[src/rtl/pattern_gen.sv]
// Configurable colour-bar test-pattern generator: vertical, horizontal, checkerboard and scrolling bars.
// Optional white one-pixel frame border when PATTERN_GEN_BORDER_EN is defined.
module pattern_gen #(
    parameter int HVID     = 640,
    parameter int VVID     = 480,
    parameter int NUM_BARS = 8
) (
    input  logic       clk_25,
    input  logic       n_rst,
    input  logic       load_enable,
    input  logic [9:0] horizontal_num,
    input  logic [9:0] vertical_num,
    input  logic       mode_valid,
    input  logic [1:0] mode_in,
    output logic       mode_ready,
    output logic [7:0] red,
    output logic [7:0] green,
    output logic [7:0] blue
);

    localparam int BAR_W = HVID / NUM_BARS;
    localparam int BAR_H = VVID / NUM_BARS;
    localparam int BW    = $clog2(NUM_BARS);

    typedef enum logic {ST_IDLE, ST_PENDING} state_t;

    state_t          r_state, w_state_next;
    logic [1:0]      r_mode, r_pend, w_mode;
    logic [BW-1:0]   r_scroll, w_scroll;
    logic [BW-1:0]   r_hbar, r_vbar, w_hbar, w_vbar, w_hbar_nxt, w_line_vbar, w_idx;
    logic [9:0]      r_hcnt, r_vcnt, w_hcnt, w_hcnt_nxt, w_line_vcnt;
    logic            w_hstart, w_fs, w_accept, w_apply;
    logic [23:0]     w_rgb, r_rgb;

    function automatic logic [23:0] palette(input logic [2:0] i);
        case (i)
            3'd0:    palette = 24'hFF0000;
            3'd1:    palette = 24'h00FF00;
            3'd2:    palette = 24'h0000FF;
            3'd3:    palette = 24'hFFFFFF;
            3'd4:    palette = 24'hFFFF00;
            3'd5:    palette = 24'h00FFFF;
            3'd6:    palette = 24'hFF00FF;
            default: palette = 24'h000000;
        endcase
    endfunction

    // Handshake FSM
    always_ff @(posedge clk_25 or negedge n_rst) begin
        if (!n_rst) r_state <= ST_IDLE;
        else        r_state <= w_state_next;
    end

    always_comb begin
        w_state_next = r_state;
        w_accept     = 1'b0;
        w_apply      = 1'b0;
        case (r_state)
            ST_IDLE: begin
                w_accept = mode_valid;
                if (mode_valid) w_state_next = ST_PENDING;
            end
            ST_PENDING: begin
                w_apply = w_fs;
                if (w_fs) w_state_next = ST_IDLE;
            end
            default: w_state_next = ST_IDLE;
        endcase
    end

    assign mode_ready = (r_state == ST_IDLE);

    // Counter registers hold the position expected for the next pixel (horizontal)
    // and for the current line (vertical); h==0 reseeds both, so no divider is needed.
    always_comb begin
        w_hstart = load_enable && (horizontal_num == '0);
        w_fs     = w_hstart && (vertical_num == '0);

        w_hbar = w_hstart ? '0 : r_hbar;
        w_hcnt = w_hstart ? '0 : r_hcnt;
        if (w_hcnt == 10'(BAR_W - 1)) begin
            w_hcnt_nxt = '0;
            w_hbar_nxt = w_hbar + 1'b1;
        end else begin
            w_hcnt_nxt = w_hcnt + 10'd1;
            w_hbar_nxt = w_hbar;
        end

        if (vertical_num == '0) begin
            w_line_vcnt = '0;
            w_line_vbar = '0;
        end else if (r_vcnt == 10'(BAR_H - 1)) begin
            w_line_vcnt = '0;
            w_line_vbar = r_vbar + 1'b1;
        end else begin
            w_line_vcnt = r_vcnt + 10'd1;
            w_line_vbar = r_vbar;
        end
        w_vbar = w_hstart ? w_line_vbar : r_vbar;

        w_mode = w_apply ? r_pend : r_mode;
        if (w_apply)                          w_scroll = '0;
        else if (w_fs && (r_mode == 2'd3))    w_scroll = r_scroll + 1'b1;
        else                                  w_scroll = r_scroll;
    end

    always_comb begin
        w_idx = w_hbar;
        w_rgb = '0;
        case (w_mode)
            2'd0: begin w_idx = w_hbar;            w_rgb = palette(3'(w_idx)); end
            2'd1: begin w_idx = w_vbar;            w_rgb = palette(3'(w_idx)); end
            2'd2: w_rgb = (w_hbar[0] ^ w_vbar[0]) ? 24'hFFFFFF : 24'h000000;
            default: begin w_idx = w_hbar + w_scroll; w_rgb = palette(3'(w_idx)); end
        endcase
`ifdef PATTERN_GEN_BORDER_EN
        if (horizontal_num == '0 || horizontal_num == 10'(HVID - 1) ||
            vertical_num == '0 || vertical_num == 10'(VVID - 1))
            w_rgb = 24'hFFFFFF;
`endif
        if (!load_enable) w_rgb = '0;
    end

    always_ff @(posedge clk_25 or negedge n_rst) begin
        if (!n_rst) begin
            r_mode   <= '0;
            r_pend   <= '0;
            r_scroll <= '0;
            r_hbar   <= '0;
            r_hcnt   <= '0;
            r_vbar   <= '0;
            r_vcnt   <= '0;
            r_rgb    <= '0;
        end else begin
            r_rgb    <= w_rgb;
            r_mode   <= w_mode;
            r_scroll <= w_scroll;
            if (w_accept) r_pend <= mode_in;
            if (load_enable) begin
                r_hbar <= w_hbar_nxt;
                r_hcnt <= w_hcnt_nxt;
            end
            if (w_hstart) begin
                r_vbar <= w_line_vbar;
                r_vcnt <= w_line_vcnt;
            end
        end
    end

    assign red   = r_rgb[23:16];
    assign green = r_rgb[15:8];
    assign blue  = r_rgb[7:0];

endmodule
[config.mk]
export PLATFORM = sky130hd
export DESIGN_NAME = pattern_gen
export DESIGN_NICKNAME = d
export VERILOG_FILES = /design/src/rtl/pattern_gen.sv
export SDC_FILE = /design/constraint.sdc
export NUM_CORES = 1
export LEC_CHECK = 0
export CORE_ASPECT_RATIO = 0.6
export CORE_UTILIZATION = 34
export DETAILED_ROUTE_END_ITERATION = 12
export HOLD_SLACK_MARGIN = 0.12
export MAX_ROUTING_LAYER = met4
export PLACE_DENSITY = 0.68
export RECOVER_POWER = 50
export SETUP_SLACK_MARGIN = 0.3
export SYNTH_ARGS = -nofsm -noshare
export SYNTH_HDL_FRONTEND = slang
export SYNTH_SLANG_ARGS = --single-unit
[constraint.sdc]
create_clock -name clk_25 -period 2.9 [get_ports clk_25]
set_input_delay 0.435 -clock clk_25 [delete_from_list [all_inputs] [get_ports clk_25]]
set_output_delay 0.435 -clock clk_25 [all_outputs]
set_load 0.02 [all_outputs]
== Word-level counts from Yosys, hierarchy flattened ==
Index checks and enable logic that the tools add are counted.

* $add $sub $neg: 6
* Equal/unequal tests: 23
* Multiplexer cells: 23
* Bitwise logic cells: 2
* Reductions and logical operators: 9

{| class="wikitable"
|+ Operators by type and width
! operator !! number
|-
| $pmux W24 S7 || 3
|-
| $pmux W24 S3 || 1
|-
| $mux W24 || 2
|-
| $mux W10 || 4
|-
| $eq A3 B3 Y1 const B || 9
|-
| $mux W3 || 7
|-
| $add A10 B1 Y10 const B || 2
|-
| $logic_not A10 Y1 || 2
|-
| $eq A3 B2 Y1 const B || 6
|-
| $eq A10 B6 Y1 const B || 1
|-
| $eq A10 B7 Y1 const B || 1
|-
| $add A3 B1 Y3 const B || 3
|-
| $eq A3 B1 Y1 const B || 3
|-
| $logic_not A3 Y1 || 3
|-
| $eq A2 B2 Y1 const B || 2
|-
| $mux W1 || 4
|-
| $add A3 B3 Y3 || 1
|-
| $logic_and A1 B1 Y1 || 3
|-
| $eq A2 B1 Y1 const B || 1
|-
| $logic_not A2 Y1 || 1
|-
| $mux W2 || 1
|-
| $pmux W1 S2 || 1
|-
| $not A1 Y1 || 1
|-
| $xor A1 B1 Y1 || 1
|}

* Flip-flop bits (word level): 58
* Bits of input ports: 26
* Output and inout bits: 25

== Longest topological paths before layout ==
* Depth in word-level cells: 11
* Gate-level depth with buffers: 14
* Depth with buffers taken out: 13

== Least setup slack after synthesis ==
OpenSTA, ideal clock, no wires.

* Path type: input -> register
* From: input port horizontal_num[4]
* To: register r_rgb[15]
* Arrival: 2.939 ns
* Setup slack: -0.126 ns
* Stages on the path: 11
* Cell sequence: nor4_4 > nand3_1 > clkbuf_1 > clkbuf_1 > nand2_1 > inv_1 > fa_1 > xor2_1 > xor2_1 > mux2_2 > a22oi_1

* Word-level cells in the longest chain between the ends: 11

{| class="wikitable"
|+ RTL lines
! what !! RTL line !! RTL
|-
| start: declaration || 11 || <nowiki>input logic [9:0] horizontal_num,</nowiki>
|-
| $logic_not A10 Y1 (*) || 76 || <nowiki>w_hstart = load_enable && (horizontal_num == '0);</nowiki>
|-
| $logic_and A1 B1 Y1 (*) || 76 ||
|-
| $logic_and A1 B1 Y1 || 77 || <nowiki>w_fs = w_hstart && (vertical_num == '0);</nowiki>
|-
| $logic_and A1 B1 Y1 || 103 || <nowiki>else if (w_fs && (r_mode == 2'd3)) w_scroll = r_scroll + 1'b1;</nowiki>
|-
| $mux W3 || 103 ||
|-
| $mux W3 || 102 || <nowiki>if (w_apply) w_scroll = '0;</nowiki>
|-
| $add A3 B3 Y3 || 114 || <nowiki>default: begin w_idx = w_hbar + w_scroll; w_rgb = palette(3'(w_idx)); end</nowiki>
|-
| $eq A3 B3 Y1 (tied with other cells) || 36 || <nowiki>case (i)</nowiki>
|-
| $pmux W24 S7 || 36 ||
|-
| $pmux W24 S3 (*) || 110 || <nowiki>case (w_mode)</nowiki>
|-
| $mux W24 (*) || 121 || <nowiki>if (!load_enable) w_rgb = '0;</nowiki>
|-
| end signal: assignment || 135 || <nowiki>r_rgb <= w_rgb;</nowiki>
|-
| end: declaration || 33 || <nowiki>logic [23:0] w_rgb, r_rgb;</nowiki>
|}

Every way passes the cells marked *; elsewhere a longest branch is shown, timed or not.
A chain may end at the register's enable or synchronous reset.

== Final worst setup path ==
* From: input port vertical_num[0]
* To: register r_rgb[7]

* Word-level cells in the longest chain between the ends: 10

{| class="wikitable"
|+ RTL lines
! what !! RTL line !! RTL
|-
| start: declaration || 12 || <nowiki>input logic [9:0] vertical_num,</nowiki>
|-
| $logic_not A10 Y1 (*) || 77 ||
|-
| $logic_and A1 B1 Y1 (*) || 77 ||
|-
| $logic_and A1 B1 Y1 || 103 ||
|-
| $mux W3 || 103 ||
|-
| $mux W3 (*) || 102 ||
|-
| named net w_scroll[0] || 29 || <nowiki>logic [BW-1:0] r_scroll, w_scroll;</nowiki>
|-
| $add A3 B3 Y3 (*) || 114 ||
|-
| $eq A3 B3 Y1 (tied with other cells) || 36 ||
|-
| $pmux W24 S7 (*) || 36 ||
|-
| $pmux W24 S3 (*) || 110 ||
|-
| $mux W24 (*) || 121 ||
|}

The timed path passes the listed nets; every way through them passes the cells marked *.

==> flow_summary.ini <==
[run_status]
status = finished clean

[floorplan]
design.core.area_um2 = 7300
die_x_um = 114
start_util = 0.353
dieArea_um2 = 7930
io_pins = 51
die_y_um = 69.4
rows = 24

[synth]
yosysSeqAreaShare = 0.360
yosysTopAreaCell = dfrtp_1
synthSimpleGateAreaFrac = 0.242
synth_top_family_by_area = simple AND/OR/NAND/NOR gates
synth.avg_cell_area_um2 = 9.12
async_reset_ff_frac = 1.00
syn_nets = 319
yosysTopAreaCellShare = 0.360
synth-adder-area-share = 0.0564
synth_xor_area_frac = 0.0340
synth-warning-count = 0
synth_compound_area_frac = 0.177
ys_top_cells_by_area = dfrtp_1 (36%), buf_4 (6.1%), o21ai_0 (5.3%)
synth-main-ff-cell = dfrtp_1
syn_area_um2 = 2570
synthDistinctLibCells = 57
synth_common_cells = dfrtp_1 (37), nand2_1 (28), o21ai_0 (27)
synth.most_common_cell = dfrtp_1
synth_edf_count = 0
yosys-mux-area-fraction = 0.0452
ys_ff_latch = 37
synth_cells = 282

[clock_network]
cts_tree = built
cts_buffers = 5
root_buffer = clkbuf_16
cts.sinks = 37
cts.clk_slew.worst_paths_ns = 0.06
h-tree-depth = 2
holdBufCountCts = 0
cts_max_path_buffers = 2
clock_latency_ns = 0.29

[sta]
post-route-min-period_ns = 2.76
worst_slew_margin_rel = 0.335
clock_skew_ns = 0.00707
setup_viol = 0
slew_viol_final = 0
fin_setup_tns_ns = 0
hold_viol = 0
grt_setup_unrepaired = yes
tightest_slew_ns = 0.997
fin_ws_ns = 0.144
fin_crit_sh = 0.950
hold-worst-slack_ns = 0.482
max_freq_mhz = 363

[worst_setup_path]
crit_slowest_cell = or3_4
startpoint_type = primary input
rrSetupSlack_ns = 0.23
crit_type = in2reg
reg2reg_to = r_rgb[7]$_DFF_PN0_
r2r-start = r_scroll[0]$_DFF_PN0_
r2r_cells = 9
worstPathRequired_ns = 3.09
crit_chain = buf_6 -> nor4_4 -> and3_4 -> nand2_4 -> nor3_4 -> a21oi_2 -> o21ai_2 -> ha_2 -> fa_2 -> xor2_4 -> xor2_2 -> or3_4 -> a311oi_2
arrival_ns = 2.95
cp-end-kind = flip-flop
crit_path_max_incr_delay_ns = 0.35
path_max_fanout = 3

[global_route]
gr-total-overflow = 0
grt_pass1_vias = 2382
grt_pass1_wl_um = 11500
antenna_found_initial = 0
track_usage = 0.191
grt_max_degree = 38

[cells_and_area]
n_antenna_cell = 0
area.growth.synth_to_final_pct = 45.1
utilization = 0.512
n_fill_cell = 636
drive_gt1_frac = 0.312
final_nets = 401

[detailed_routing]
wl_per_cell_um = 15.1
wl_um = 7090
viasPerCell = 5.20
drt_iter0_markers = 136
num_vias = 2437
first_pass_iters = 6
ant_nets = 0
post-route-drc-count = 0

[worst_hold_path]
min_path_cells = 1
hold_path.class = reg2reg
hold_end = r_vcnt[9]$_DFFE_PN0P_
hp-start = r_vcnt[9]$_DFFE_PN0P_

[placement]
portBuffers = 50
finalWeightedCongestion = 0.870
dp_slack_ns = -0.585
dp_hpwl_um = 4830

[power]
p_total_mw = 1.30
power.density_nw_per_um2 = 347
p_leak_nw = 1.60
ir_drop_uv = 301

[run]
drv_cap = 0
## per-layer routing
layer  routed length (µm)  GRT usage
met1                 3440      0.269
met4                   63     0.0418
met5                    0          -
met3                  432     0.0472
met2                 3160      0.275
## through the flow
stage,cell area (µm²),std cells
floorplan,2610,282
global placement,3250,436
detailed placement,3250,436
CTS,3590,465
global route,3730,469
finish,3730,469
## how the worst max path moves through the flow
stage / endpoint / start / slack [ns] / depth (start not counted)
after floorplan: r_rgb[15]$_DFF_PN0_ / horizontal_num[0] / 0.06 / 13
after global placement: r_rgb[15]$_DFF_PN0_ / horizontal_num[0] / -0.43 / 13
after detailed placement: r_rgb[15]$_DFF_PN0_ / vertical_num[5] / -0.58 / 13
after CTS: r_rgb[7]$_DFF_PN0_ / vertical_num[6] / 0.12 / 13
after global routing: r_rgb[7]$_DFF_PN0_ / load_enable / 0.04 / 14
final: r_rgb[7]$_DFF_PN0_ / vertical_num[0] / 0.14 / 13
## state kept, by name (all words and copies together), names as in the netlist
name / cells
r_vcnt: 10
r_rgb: 3
r_state: 1
r_hbar: 3
r_hcnt: 10
r_scroll: 3
r_vbar: 3
r_mode: 2
r_pend: 2
## area by class of cell
cell class	count	area (µm²)	area share
timing repair buffer	103	915	0.245
sequential	37	926	0.248
clock inverter	2	10.0	0.00268
clock buffer	6	129	0.0345
inverter	7	26.3	0.00704
multi-input combinational	210	1600	0.428
tap	104	130	0.0349
## layout by cell type (no fill, tap or decap), types with 3 or more instances in the layout
master and count:
and2_1 3, buf_2 7, nor2_1 7, nand3_2 3, nand3_1 18, nor4_4 3, clkdlybuf4s15_1 4, nand2_1 26
and3_1 6, nand4_1 5, buf_6 20, clkbuf_16 5, nand2b_1 6, dlygate4sd3_1 4, clkdlybuf4s50_1 25, nor3_1 5
mux2i_1 6, a21oi_1 12, mux2_2 4, dfrtp_1 37, nor2b_1 3, and4_1 3, xnor2_1 3, ha_1 9
dlygate4sd2_1 3, o2bb2ai_1 3, buf_4 34, clkbuf_1 3, a31oi_1 3, o31ai_1 3, xor2_1 5, o21ai_0 25
inv_1 5
## worst max-delay path: cells and delay by family
| kind | cells | cell delay (ns) |
|---|---|---|
| adder cells (fa/ha/maj) | 2 | 0.45 |
| AO/OA/AOI/OAI | 3 | 0.53 |
| AND/OR/NAND/NOR | 5 | 1.11 |
| buffers and inverters | 1 | 0.10 |
| XOR/XNOR | 2 | 0.32 |
## power breakdown
group	internal (mW)	total, mW	switching (mW)
clock network	0.316	0.531	0.216
registers	0.556	0.597	0.0410
logic	0.0861	0.168	0.0817
total	0.957	1.30	0.338
## repair_timing
| item | 4_1_cts | 5_1_grt |
|---|---|---|
| gates cloned | 0 | 0 |
| gates resized for setup | 82 | 31 |
| hold endpoints to repair | 0 | 0 |
| pin swaps | 18 | 13 |
| setup buffers | 21 | 4 |
| setup endpoints to repair | 5 | 13 |
## kinds of logic (layout without fill, tap and decap cells)
group,Yosys count,count (layout)
compound gates,68,68
xor+xnor,10,10
fa+ha+maj,11,11
buf+inv,35,118
flops,37,37
mux,11,11
simple gates,110,110
Note: power is estimated with default switching activity, not from simulation.
==> variant 1: new RTL, same flow settings <==
Put a register stage on the output `blue`, without a reset. The value now appears one clock later. The other outputs are not delayed to match.
--- a/src/rtl/pattern_gen.sv
+++ b/src/rtl/pattern_gen.sv
@@ -149,6 +149,8 @@
 
     assign red   = r_rgb[23:16];
     assign green = r_rgb[15:8];
-    assign blue  = r_rgb[7:0];
+    always_ff @(posedge clk_25) begin
+        blue <= r_rgb[7:0];
+    end
 
 endmodule
Formal check against the unedited RTL: not equivalent (Yosys sat finds a counterexample within 10 cycles, from zero or initial values and one cycle with n_rst low).
==> variant 1 against the original RTL <==
The flow now finishes with violations (max-capacitance violations, max-slew violations, negative setup slack). Routed wire length decreased by 11%. Core utilization decreased by 0.69 points. Non-clock buffer count decreased by 11. Cell area decreased by 1.3%. First-iteration DRC count decreased by 43%. Clock skew decreased by 0.0030 ns. Sequential cell count increased by 1. Synthesized area about the same. Via count decreased by 7.6%. Largest cell class unchanged. Setup slack got worse by 0.19 ns.
Power is not compared: it rests on default switching activity, and its combinational part moved more than twofold at a synthesized area within 25%.
==> variant 1: results (changes against the original RTL) <==
STA
  – Setup TNS Final: -0.1255 ns (-0.1255 ns)
  – Least-Margin Pin Slew: 2.073 ns (+1.076 ns)
  – Final WS setup: -0.04669 ns (-0.1911 ns)
  – Slew Viols, Final: 38 (+38)
  – Clock Skews: 0.004044 ns (-0.003027 ns)
  – # setup viols final: 3 (+3)

Min path
  – Worst hold path type: reg -> reg

Cells and area
  – Fill count: 670 (+5.3%)
  – N_diodes: 0 (unchanged)
  – Layout cells sized above 1: 27.51% (-3.7 points)
  – Final #Nets: 385 (-4.0%)

Logic synthesis
  – Top cells by count, synth: dfrtp_1 (37), nand2_1 (28), buf_4 (24)
  – Avg Synthesized Cell Area: 9.244 um^2 (+1.3%)
  – Adder-cell share of the synthesized area: 5.648% (about the same)
  – Mux contribution to synthesized area: 4.917% (+0.39 points)
  – Post-Syn Nets: 315 (-1.3%)
  – Compound-gate portion of the synthesized area: 13.29% (-4.4 points)
  – Netlist cell types: 60 (+5.3%)
  – Ys async rst share: 97.37% (-2.6 points)
  – Synth top area cells: dfrtp_1 (36%), buf_4 (7.0%), ha_1 (4.9%), nand2_1 (4.1%), o21ai_0 (3.3%)
  – Xor and xnor area share after synthesis: 5.745% (+2.3 points)
  – Post-synthesis sequential area ratio: 36.81% (+0.81 points)

Placed design
  – GPL Wtd Cong: 0.8344 (-4.0%)
  – Placed instance count: 441 (+1.1%)
  – Dpl hpwl: 4.717 mm (-2.4%)
  – Port Buffer Count: 50 (unchanged)

Routing
  – Detailed Routing Iterations Pass 1: 4 (-2)
  – Total wire length: 6.337 mm (-11%)
  – Starting DRT DRC Count: 78 (-43%)
  – Vias: 2252 (-7.6%)
  – Post-DR vias/cell: 4.971 (-4.3%)

GRT
  – Tot GR Track Use: 17.24% (-1.8 points)
  – Pin count of the biggest net entering global routing: 38 (unchanged)
  – First-pass GRT wire length: 10.47 mm (-8.8%)
  – Number of global-route vias before repair: 2232 (-6.3%)
  – Met1 track demand over resource: 22.88% (-4.0 points)
  – Met3 Usage GRT: 4.283% (-0.44 points)
  – Met2 layer usage reported by global route: 26.13% (-1.3 points)
  – Initial antenna violation count: 0 (unchanged)

Worst setup path
  – CP Data Arrival Time: 3.10 ns (+0.15 ns)
  – Worst Path Max Fanout: 5 (+2)

Status
  – Failing checks: max-capacitance violations, max-slew violations, negative setup slack
  – Status: finished, violations left

Clock tree
  – Clk root buf: clkbuf_16
  – CTS Buffer Depth: 2 (unchanged)

Power and ir drop
  – P_int: 1.324 mW
  – VDD IR max: 0.3616 mV

Job
  – # Max-Cap Violations: 1 (+1)
## variant 1: layer usage
metal,wire length (um),part of all wire [%],up-vias
met3,254,4.0,12
met5,0,0,-
met2,2803,44,47
met1,3162,50,1090
li1,-,-,1103
met4,116,1.8,0
## variant 1: layout make-up
cell class | instances | share of cell area, %
clock buffers | 6 | 3.770
flip-flops and latches | 38 | 25.68
inverters | 15 | 1.529
clock inverters | 2 | 1.630
repair buffers | 92 | 22.25
multi-input cells | 196 | 41.61
well taps | 104 | 3.533
## variant 1: path summary, 6_finish.rpt
path / start / to / slack, ns / cells past startpoint
max in group asynchronous: n_rst / r_hcnt[9] / 0.97 / 1
setup / recovery: vertical_num[4] / r_rgb[15] / -0.05 / 13
setup reg to reg: r_vcnt[2] / r_rgb[7] / 0.44 / 7
hold reg to reg: r_rgb[7] / blue[6] / 0.36 / 0
hold / removal: r_rgb[7] / blue[6] / 0.36 / 0
min in group asynchronous: n_rst / r_vcnt[5] / 0.74 / 1
## variant 1: power groups by stage
stage               Combinational [mW]  Sequential [mW]  Clock, mW
detailed placement               0.392            0.664          0
floorplan                        0.260            0.647          0
global route                     0.449            0.677      0.771
CTS                              0.398            0.659      0.749
global placement                 0.380            0.660          0
finish                           0.414            0.665      0.739
## variant 1: through the flow
| stage | instance area, um^2 | hold slack (ns) | setup WS, ns |
|---|---|---|---|
| 2_1_floorplan | 2601 | 0.1394 | -0.09339 |
| 3_3_place_gp | 3311 | 0.3652 | -0.6545 |
| 3_5_place_dp | 3311 | 0.3466 | -0.7033 |
| 4_1_cts | 3572 | 0.2924 | -0.03717 |
| 5_1_grt | 3684 | 0.3730 | -0.2349 |
| 6_report | 3684 | 0.3596 | -0.04669 |
## variant 1: worst max-delay path: stages
cell     delay [ns]
buf_6          0.09
or4_4          0.54
or3b_4         0.43
nor2_4         0.09
nand4_1        0.14
o21ai_2        0.23
ha_2           0.22
fa_2           0.24
xor2_4         0.20
buf_6          0.12
xnor2_2        0.10
mux2i_1        0.19
a32oi_1        0.07
## variant 1: logic make-up after synthesis
group,Yosys count
fa+ha+maj,11
buf+inv,44
xor+xnor,16
compound gates,48
simple gates,110
flops,38
mux,11
## variant 1: timing repair
item / in CTS / in global routing
gates resized for setup: 37 / 18
buffers inserted: 1 / 3
pin swaps: 21 / 15
endpoints found under the setup margin: 14 / 14
gates cloned: 0 / 0
==> variant 2: new RTL, same flow settings <==
Made on the original files. Add a define of `PATTERN_GEN_BORDER_EN`.
--- a/src/rtl/pattern_gen.sv
+++ b/src/rtl/pattern_gen.sv
@@ -1,5 +1,7 @@
 // Configurable colour-bar test-pattern generator: vertical, horizontal, checkerboard and scrolling bars.
 // Optional white one-pixel frame border when PATTERN_GEN_BORDER_EN is defined.
+`define PATTERN_GEN_BORDER_EN
+
 module pattern_gen #(
     parameter int HVID     = 640,
     parameter int VVID     = 480,
Check against the original RTL: not equivalent (a bounded check fails within 4 cycles, from zero or initial values and one cycle with n_rst low).
==> variant 2 against the original RTL <==
Sequential cell count did not move. Critical endpoint is now r_rgb[15]. Global-route usage rose by 0.98 points. Cell area rose by 1.7%. Clock power rose by 22%. Fmax fell by 8.4%. Power rose by 20%. Routed wire length rose by 7.5%. Synthesized area rose by 2.3%. The flow now finishes with violations (max-capacitance violations, max-slew violations, negative setup slack). Setup slack got worse by 0.25 ns. Count of clock-buffer cells in the layout rose by 1. Combinational power rose by 61%.
==> variant 2: results (changes against the original RTL) <==
Logic synthesis
  – Adder-cell share of the synthesized area: 5.516% (-0.13 points)
  – Mux contribution to synthesized area: 5.183% (+0.66 points)
  – Post-Syn Nets: 332 (+4.1%)
  – Compound-gate portion of the synthesized area: 15.17% (-2.5 points)
  – Top cells by count, synth: dfrtp_1 (37), nand2_1 (29), o21ai_0 (26)
  – Avg Synthesized Cell Area: 8.920 um^2 (-2.2%)
  – Synth top area cells: dfrtp_1 (35%), buf_4 (6.0%), o21ai_0 (4.9%), ha_1 (4.8%), nand2_1 (4.1%)
  – Post-synthesis sequential area ratio: 35.19% (-0.80 points)
  – Xor and xnor area share after synthesis: 1.997% (-1.4 points)
  – Netlist cell types: 51 (-11%)

GRT
  – Tot GR Track Use: 20.03% (+0.98 points)
  – First-pass GRT wire length: 12.07 mm (+5.1%)
  – Number of global-route vias before repair: 2417 (+1.5%)
  – Pin count of the biggest net entering global routing: 38 (unchanged)

Routing
  – Starting DRT DRC Count: 161 (+18%)
  – Detailed Routing Iterations Pass 1: 4 (-2)
  – DR WL/cell: 15.70 um (+3.8%)
  – Vias: 2568 (+5.4%)

STA
  – Setup TNS Final: -0.2823 ns (-0.2823 ns)
  – Max_slew headroom: -42.33% (-76 points)
  – Slew Viols, Final: 38 (+38)
  – # setup viols final: 3 (+3)
  – Final WS setup: -0.1083 ns (-0.2527 ns)
  – Clock Skews: 0.01012 ns (+0.003048 ns)

Worst setup path
  – Crit path from: horizontal_num[1]
  – Worst R2R Path Depth: 12 (+3)
  – R2r setup slk: 0.15 ns (-0.08 ns)
  – Reg2reg end: r_rgb[15]
  – CP Data Arrival Time: 3.17 ns (+0.22 ns)
  – Reg2Reg Launch Point: r_mode[0]
  – Setup CP Type: in -> reg

Placed design
  – Port Buffer Count: 50 (unchanged)
  – Dpl hpwl: 5.261 mm (+8.9%)
  – Placed instance count: 455 (+4.4%)
  – GPL Wtd Cong: 0.8051 (-7.4%)

Status
  – Status: finished, violations left
  – Failing checks: max-capacitance violations, max-slew violations, negative setup slack

Cells and area
  – Fill count: 688 (+8.2%)
  – Layout cells sized above 1: 32.20% (+0.97 points)
  – N_diodes: 0 (unchanged)

Clock tree
  – CTS Buffer Depth: 2 (unchanged)

Power and ir drop
  – LEAKAGE: 1.721 nW (+7.4%)

Job
  – # Max-Cap Violations: 1 (+1)
## variant 2: cell count changes after synthesis, sizes merged, moves of 4 or more
cell,before,now
and3,9,17
nand3,22,15
nor2b,3,7
a21oi,14,6
inv,6,12
o21ai,28,32
nor2,9,17
xor2,7,2
nor4,4,13
## variant 2: routing by layer
metal  vias to the layer above  global-route usage (%)  wire (um)
met1                      1227                   28.30       3629
met4                         0                   4.329         86
li1                       1230                       -          -
met3                        12                   3.125        409
met5                         -                       -          0
met2                        99                   30.14       3503
## variant 2: kinds of logic after synthesis
group                    Yosys count
AO/OA/AOI/OAI                     62
buffers and inverters             39
flip-flops                        37
adder cells (fa/ha/maj)           11
AND/OR/NAND/NOR                  127
XOR/XNOR                           6
multiplexers                      13
## variant 2: report_power, final
part           internal [mW]  switching [mW]  leakage [nW]  total [mW]
clock network          0.430           0.216        0.0841       0.646
logic                  0.143           0.128          1.16       0.271
registers              0.572          0.0617         0.482       0.634
## variant 2: timing repair
action | CTS | global route
hold endpoints to repair | 0 | 0
pin swaps | 20 | 17
gates resized for setup | 78 | 34
setup buffers | 16 | 7
setup endpoints to repair | 11 | 16
## variant 2: worst min path at each step
stage                    from         to
CTS                     n_rst  r_hcnt[0]
global placement    r_vcnt[5]  r_vcnt[5]
finish              r_vcnt[5]  r_vcnt[5]
detailed placement  r_vcnt[5]  r_vcnt[5]
floorplan               n_rst  r_hbar[0]
global route        r_vcnt[5]  r_vcnt[5]
## variant 2: critical path: stages
cell	delay, ns
buf_2	0.12
nor4_4	0.27
and4_4	0.30
nand2_4	0.06
nor3_4	0.12
inv_1	0.07
o21ai_2	0.17
ha_2	0.19
inv_2	0.04
fa_2	0.36
xnor2_2	0.16
or3_4	0.37
buf_4	0.15
a31oi_1	0.24
a221oi_2	0.10
## variant 2: layout make-up
| type | count | share of cell area, % |
|---|---|---|
| Clock buffer | 7 | 3.755 |
| Clock inverter | 1 | 0.7905 |
| Inverter | 12 | 1.186 |
| Multi-Input combinational cell | 219 | 43.51 |
| Sequential cell | 37 | 24.37 |
| Tap cell | 104 | 3.426 |
| Timing Repair Buffer | 106 | 22.96 |
## variant 2: through the flow
step / cell area, um^2 / worst slack (ns) / hold WS (ns) / utilization (%) / total power [mW]
CTS: 3633 / -0.1381 / 0.3054 / 49.19 / 1.538
finish: 3799 / -0.1083 / 0.4714 / 51.42 / 1.550
global route: 3799 / -0.2262 / 0.4924 / 51.42 / 1.629
floorplan: 2654 / -0.2991 / 0.1394 / - / 0.7700
detailed placement: 3338 / -0.7674 / 0.4622 / 45.19 / 0.8858
global placement: 3338 / -0.6726 / 0.4639 / 45.19 / 0.8718
